**config.mk**
```make
export PLATFORM = sky130hd
export DESIGN_NAME = byte_word_packer
export DESIGN_NICKNAME = d
export VERILOG_FILES = /design/src/rtl/byte_word_packer.sv
export SDC_FILE = /design/constraint.sdc
export NUM_CORES = 1
export LEC_CHECK = 0
export ABC_AREA = 0
export CAP_MARGIN = 25
export CORE_UTILIZATION = 40
export DETAILED_ROUTE_END_ITERATION = 8
export PLACE_DENSITY = 0.69
export SETUP_SLACK_MARGIN = 0.15
export SYNTH_ARGS = -nofsm -noshare
export SYNTH_HDL_FRONTEND = slang
export SYNTH_SLANG_ARGS = --single-unit
```
**constraint.sdc**
```tcl
create_clock -name clock -period 7.5 [get_ports clock]
set_input_delay 2.25 -clock clock [delete_from_list [all_inputs] [get_ports clock]]
set_output_delay 2.25 -clock clock [all_outputs]
set_load 0.01 [all_outputs]
```
**src/rtl/byte_word_packer.sv**
```systemverilog
// Packs little-endian UART bytes into words and queues them in a small FIFO.
// The byte source stalls only when a word is complete and the FIFO is full.
module byte_word_packer #(
    parameter int BYTES_PER_WORD = 4,
    parameter int DEPTH          = 2
) (
    input  logic                              clock,
    input  logic                              reset,
    input  logic                              in_canPeek,
    input  logic [7:0]                        in_peek,
    output logic                              in_consume_en,
    output logic                              out_canPeek,
    output logic [8*BYTES_PER_WORD-1:0]       out_peek,
    input  logic                              out_consume_en,
    output logic [$clog2(BYTES_PER_WORD)-1:0] byte_count,
    output logic [$clog2(DEPTH):0]            word_count
);

    localparam int BCW = $clog2(BYTES_PER_WORD);
    localparam int AW  = $clog2(DEPTH);
    localparam int WW  = 8 * BYTES_PER_WORD;
    localparam logic [BCW-1:0] LAST_BYTE  = BCW'(BYTES_PER_WORD - 1);
    localparam logic [AW:0]    FULL_COUNT = (AW + 1)'(DEPTH);

    logic [BCW-1:0]                    r_byteCount;
    logic [8*(BYTES_PER_WORD-1)-1:0]   r_asm;
    logic [WW-1:0]                     r_mem [DEPTH];
    logic [AW:0]                       r_wrPtr;
    logic [AW:0]                       r_rdPtr;

    logic        w_lastByte;
    logic        w_full;
    logic        w_push;
    logic        w_pop;
    logic [AW:0] w_count;

    // The full test deliberately ignores a same-cycle pop; no bypass path.
    assign w_count       = r_wrPtr - r_rdPtr;
    assign w_lastByte    = (r_byteCount == LAST_BYTE);
    assign w_full        = (w_count == FULL_COUNT);
    assign in_consume_en = reset & in_canPeek & ~(w_lastByte & w_full);
    assign w_push        = in_consume_en & w_lastByte;
    assign w_pop         = out_consume_en & out_canPeek;
    assign out_canPeek   = (w_count != '0);
    assign out_peek      = r_mem[r_rdPtr[AW-1:0]];
    assign byte_count    = r_byteCount;
    assign word_count    = w_count;

    always_ff @(posedge clock) begin
        if (!reset) begin
            r_byteCount <= '0;
            r_wrPtr     <= '0;
            r_rdPtr     <= '0;
        end else begin
            if (in_consume_en) begin
                r_byteCount <= w_lastByte ? '0 : r_byteCount + BCW'(1);
            end
            if (w_push) begin
                r_wrPtr <= r_wrPtr + (AW + 1)'(1);
            end
            if (w_pop) begin
                r_rdPtr <= r_rdPtr + (AW + 1)'(1);
            end
        end
    end

    // Storage is never cleared; the counters alone decide what is valid.
    always_ff @(posedge clock) begin
        if (in_consume_en && !w_lastByte) begin
            for (int k = 0; k < BYTES_PER_WORD - 1; k++) begin
                if (r_byteCount == BCW'(k)) begin
                    r_asm[8*k +: 8] <= in_peek;
                end
            end
        end
        if (w_push) begin
            r_mem[r_wrPtr[AW-1:0]] <= {in_peek, r_asm};
        end
    end

endmodule

```
==> results of run 1 <==
## cell type report
class / count / area share [%]
timing repair buffer: 52 / 11.9
sequential: 95 / 64.4
tap: 105 / 3.04
clock inverter: 6 / 2.00
multi-input combinational: 70 / 15.4
inverter: 5 / 0.434
clock buffer: 9 / 2.87
## per-stage QoR
stage | instance area [µm²] | setup WS, ps | power (mW)
detailed placement | 4110 | 1500 | 0.638
CTS | 4320 | 1500 | 0.983
floorplan | 3470 | 2160 | 0.614
global placement | 4110 | 1520 | 0.637
global route | 4320 | 1400 | 1.01
finish | 4320 | 1500 | 0.975
## worst max-delay path, delay by kind of cell
kind / cells / cell delay, ps
compound gates: 1 / 150
buf+inv: 2 / 1250
simple gates: 1 / 100
## per-layer routing
layer | GRT usage [%] | vias up | part of all wire (%)
met2 | 22.6 | 31 | 53
met3 | 4.63 | 5 | 3.8
met5 | 0 | - | 0
met4 | 4.92 | 0 | 1.0
met1 | 15.8 | 818 | 42
li1 | - | 780 | -
## power by group through the flow
stage	Combinational, mW	Sequential (mW)	Clock (mW)
after floorplan	0.0169	0.597	0
after global routing	0.0433	0.587	0.381
after global placement	0.0392	0.597	0
after CTS	0.0402	0.586	0.357
final	0.0394	0.586	0.350
after detailed placement	0.0400	0.598	0
## cell families (layout without fill, tap and decap cells)
group | count (synthesis) | after routing | synth area share [%]
flip-flops | 95 | 95 | 80.1
buffers and inverters | 11 | 72 | 1.33
adder cells (fa/ha/maj) | 5 | 5 | 1.80
XOR/XNOR | 2 | 2 | 0.721
AO/OA/AOI/OAI | 10 | 10 | 1.95
AND/OR/NAND/NOR | 16 | 16 | 2.27
multiplexers | 37 | 37 | 11.8
## cell usage in the layout (no fill, tap or decap), drive strengths merged, types with 3 or more instances in the layout
| cell type | n |
|---|---|
| mux2i | 5 |
| inv | 5 |
| edfxtp | 88 |
| dfxtp | 7 |
| and3 | 3 |
| buf | 3 |
| clkinv | 3 |
| clkdlybuf4s50 | 49 |
| ha | 5 |
| nand2 | 7 |
| clkbuf | 9 |
| mux2 | 32 |
## flip-flops by register name, summed over array words and instances, names as in the netlist, named ones only
| signal | count |
|---|---|
| r_rdPtr | 2 |
| byte_count | 2 |
| r_asm | 24 |
| r_mem | 64 |
| r_wrPtr | 2 |
## worst min path at each step
| stage | end | cells after the start |
|---|---|---|
| 5_1_grt | r_mem[0][9] | 0 |
| 6_report | r_mem[0][21] | 0 |
| 3_3_place_gp | r_mem[1][11] | 0 |
| 4_1_cts | r_mem[0][10] | 0 |
| 2_1_floorplan | r_mem[0][0] | 0 |
| 3_5_place_dp | r_mem[0][10] | 0 |
==> reports/qor.yml, run 1 <==
worst_slew_pin_slew_ps: 722
fin_tns_setup_ps: 0
synth_ff_type: "edfxtp_1"
max-cap-violations: 0
cts_setup_buffers: 0
crit_path_cell_trace: "clkdlybuf4s50_1 -> nand2_1 -> a31oi_1 -> clkdlybuf4s50_1"
rsz0062_at_grt: "no"
antenna_left: 0
crit_top_cell: "clkdlybuf4s50_1"
area_growth_pct: 24.4
cp-endpoint: "in_consume_en"
synth_seq_cells: 95
critPathKind: "in2out"
worst_skew_pair.late_latency_ps: 340
coreArea_mm2: 0.00830
yosysMostFrequentCell: "edfxtp_1"
dpl.cell_count: 327
startpoint_type: "input pin"
slew_headroom_pct: 51.7
cts_buffer_depth: 2
synth_area_leader_cell: "edfxtp_1"
drtIter0Drc: 63
postCtsHoldBufs: 0
min_period_ps: 6000
syn-num-nets: 193
leakage_nw: 1.45
vias_per_cell: 4.78
seq_area_mm2: 0.00278
fin_crit_sh_pct: 80.0
async_flop_share_pct: 0
drv_slew: 0
nets: 250
seq_area_frac_synth_pct: 80.1
powerDensity_mw_per_mm2: 226
drive_above_1_share_pct: 21.9
drc_errors: 0
startpoint: "reset"
internal_power_mw: 0.788
fmax_ghz: 0.167
n_fill_cell: 697
synth_area_leaders: "edfxtp_1 76%, mux2_2 9.7%, dfxtp_1 4.0%"
setup_viol: 0
r2r_cells: 4
seqPwrFrac_pct: 60.1
io_buffer_count: 49
wl_per_cell_um: 16.1
fp-row-count: 33
cp_data_required_time_ps: 5250
p_sw_mw: 0.187
antenna_found_initial: 0
synth_enable_flop_cells: 88
cts.sinks: 95
dieWidth_um: 95.2
synth_area_per_cell_um2: 19.7
r2r-start: "r_wrPtr[0]"
yosysWarnings: 0
multi_input_area_um2: 664
critPathArrivalTime_ps: 3750
initial_utilization_pct: 41.9
critPathCaptureType: "output pin"
n_antenna_cell: 0
syn_inst: 176
yosys-top-cells-count: "88 x edfxtp_1, 30 x mux2_2, 7 x dfxtp_1, 7 x nand2_1"
crit_path_top_delay_cell: "clkdlybuf4s50_1"
cts_max_level: 3
timing_hold_violations_final: 0
syn_area_mm2: 0.00347
r2r_end: "r_mem[0][1]"
swShare_pct: 19.2
cts_buffers: 9
final_util_pct: 52.1
gp_congestion: 0.729
critPathMaxFanout: 13
synth_top_cell_area_share_pct: 76.1
num_io_pins: 50
finalClockSkew_ps: 5.17
cts_tree: "yes"
grt_max_degree: 33
r2r_setup_slack_ps: 5070
grt_pass1_vias: 1664
holdWs_ps: 452
routed_wl_um: 5510
hp-class: "reg2reg"
die_h_um: 95.2
crit_path_max_incr_delay_ps: 700
dp_hpwl_um: 3370
path_clk_slew_ps: 90
yosysUniqueCellTypes: 27
ir_drop_mv: 0.0965
fin_cells: 342
drtPass1Iterations: 4
clockPowerShare_pct: 35.9
groute.usage.overall_pct: 13.4
vias: 1634
cts-root-buf: "clkbuf_8"
cts_resized: 0
grt-ovfl-total: 0
grt_pass1_wl_um: 8490
p_comb_share_pct: 4.0
die_area_mm2: 0.00906
status: "complete, no violations"
hp-start: "r_asm[21]"
(Power assumes the default switching activity.)
==> run 2: changes to the inputs <==
- clock period: 7.5 -> 5.85 ns (I/O delays scaled with it)
==> run 2 against run 1 <==
  * Critical path depth unchanged
  * Total power is 29% higher
  * Critical path type unchanged
  * Routed wire length decreased by 5.5%
  * Clock-buffer cell count increased by 2
  * Design area about the same
  * Utilization barely moved
  * Sequential share of layout area is essentially flat
  * Combinational power up 23%
  * Final cell count is 0.29% higher
==> reports/qor.yml, run 2 (same netlist as run 1, synthesis figures left out) <==
status: "complete, no violations"
fin_cells: 343  # +0.29%
met3_length_um: 176  # -16%
worst_slew_pin_slew_ps: 951  # +229 ps
critPathArrivalTime_ps: 3270  # -480 ps
seq_area_mm2: 0.00278  # unchanged
powerDensity_mw_per_mm2: 291  # +29%
drtPass1Iterations: 3  # -1
cts_buffer_depth: 2  # unchanged
critPathCaptureType: "output pin"
vias_per_cell: 4.77  # -0.11%
cts_buffers: 9  # unchanged
drc_errors: 0  # unchanged
nets: 250  # unchanged
cts_setup_buffers: 0  # unchanged
clockPowerShare_pct: 36.3  # +0.4 points
postCtsHoldBufs: 0  # unchanged
p_total_mw: 1.26  # +29%
p_comb_share_pct: 3.9  # about the same
p_sw_mw: 0.242  # +29%
grt_pass1_wl_um: 7780  # -8.3%
cts_tree: "yes"
setup_viol: 0  # unchanged
ir_drop_mv: 0.182  # +89%
grt_pass1_vias: 1582  # -4.9%
leakage_nw: 1.45  # about the same
wl_met2_um: 2640  # -9.1%
timing_hold_violations_final: 0  # unchanged
startpoint_type: "input pin"
path_clk_slew_ps: 80  # about the same
drv_slew: 0  # unchanged
cts_resized: 0  # unchanged
drtIter0Drc: 77  # +22%
finalClockSkew_ps: 10.7  # +5.50 ps
groute.usage.overall_pct: 12.4  # -1.0 points
antenna_left: 0  # unchanged
cp_data_required_time_ps: 4090  # -1160 ps
swShare_pct: 19.2  # +0.065 points
vias: 1637  # +0.18%
met1_length_um: 2270  # -2.7%
initial_utilization_pct: 41.9  # unchanged
dieWidth_um: 95.2  # unchanged
fmax_ghz: 0.199
min_period_ps: 5030
largest_reg_flops: 64  # unchanged
dp_hpwl_um: 3200  # -5.1%
num_io_pins: 50  # unchanged
gp_congestion: 0.680  # -6.7%
routed.top_layer: "met4"
dpl.cell_count: 327  # unchanged
cts_max_level: 3  # unchanged
io_buffer_count: 49  # unchanged
internal_power_mw: 1.01  # +29%
slew_headroom_pct: 36.5  # -15 points
hp-class: "reg2reg"
antenna_found_initial: 0  # unchanged
seqPwrFrac_pct: 59.9  # -0.2 points
grt-ovfl-total: 0  # unchanged
critPathKind: "in2out"
rsz0062_at_grt: "no"
max-cap-violations: 0  # unchanged
coreArea_mm2: 0.00830  # unchanged
fin_tns_setup_ps: 0  # unchanged
fp-row-count: 33  # unchanged
worst_skew_pair.late_latency_ps: 350  # about the same
n_fill_cell: 662  # -5.0%
final_cell_mix: "88 x edfxtp_1, 49 x clkdlybuf4s50_1, 30 x mux2_2"
final_common_cell: "edfxtp_1"
cts-root-buf: "clkbuf_8"
drive_above_1_share_pct: 21.4  # -0.51 points
grt_max_degree: 34  # +3.0%
fin_crit_sh_pct: 85.9
cts.sinks: 95  # unchanged
routed_wl_um: 5200  # -5.5%
n_antenna_cell: 0  # unchanged
multi_input_area_um2: 664  # unchanged
die_h_um: 95.2  # unchanged
critPathMaxFanout: 13  # unchanged
area_growth_pct: 24.5  # about the same
die_area_mm2: 0.00906  # unchanged
wl_per_cell_um: 15.2  # -5.8%
## run 2: cell types whose count changed in the layout (fill, tap and decap cells not counted)
| cell | before | now |
|---|---|---|
| clkinv_4 | 1 | 0 |
| clkinv_2 | 2 | 1 |
| inv_6 | 0 | 1 |
| clkbuf_1 | 0 | 2 |
## run 2: power by group through the flow
stage | clock [mW] | sequential (mW) | combinational [mW]
3_5_place_dp | 0 | 0.768 | 0.0494
3_3_place_gp | 0 | 0.767 | 0.0488
6_report | 0.456 | 0.752 | 0.0486
5_1_grt | 0.488 | 0.753 | 0.0535
4_1_cts | 0.463 | 0.752 | 0.0497
2_1_floorplan | 0 | 0.766 | 0.0217
## run 2: worst max-delay path, cell delays in order
cell             delay (ps)
clkdlybuf4s50_1         710
nand2_1                 100
a31oi_1                 150
clkdlybuf4s50_1         560
## run 2: through the flow
step	setup slack [ps]	hold slack, ps	instance area [µm²]	utilization (%)
finish	823	443	4320	52.1
global route	765	457	4320	52.1
CTS	838	451	4320	52.1
detailed placement	862	431	4110	49.5
global placement	859	423	4110	49.5
floorplan	1000	421	3470	-
## run 2: layout make-up
cell class	instances	area share, %
clock buffers	11	3.04
clock inverters	5	1.88
inverters	5	0.434
multi-input cells	70	15.4
flip-flops and latches	95	64.4
well taps	105	3.04
repair buffers	52	11.9
## run 2: routing by layer
metal,GRT usage [%],up-vias
met5,0,-
met4,8.21,0
li1,-,787
met3,2.87,11
met2,20.2,34
met1,14.6,805
## run 2: worst paths after layout
| path | start | end | slack [ps] | depth (start not counted) |
|---|---|---|---|---|
| max reg2reg | r_wrPtr[0] | r_mem[0][0] | 3510 | 4 |
| min reg2reg | r_asm[21] | r_mem[0][21] | 440 | 0 |
| min | r_asm[21] | r_mem[0][21] | 440 | 0 |
| max | reset | in_consume_en | 820 | 4 |
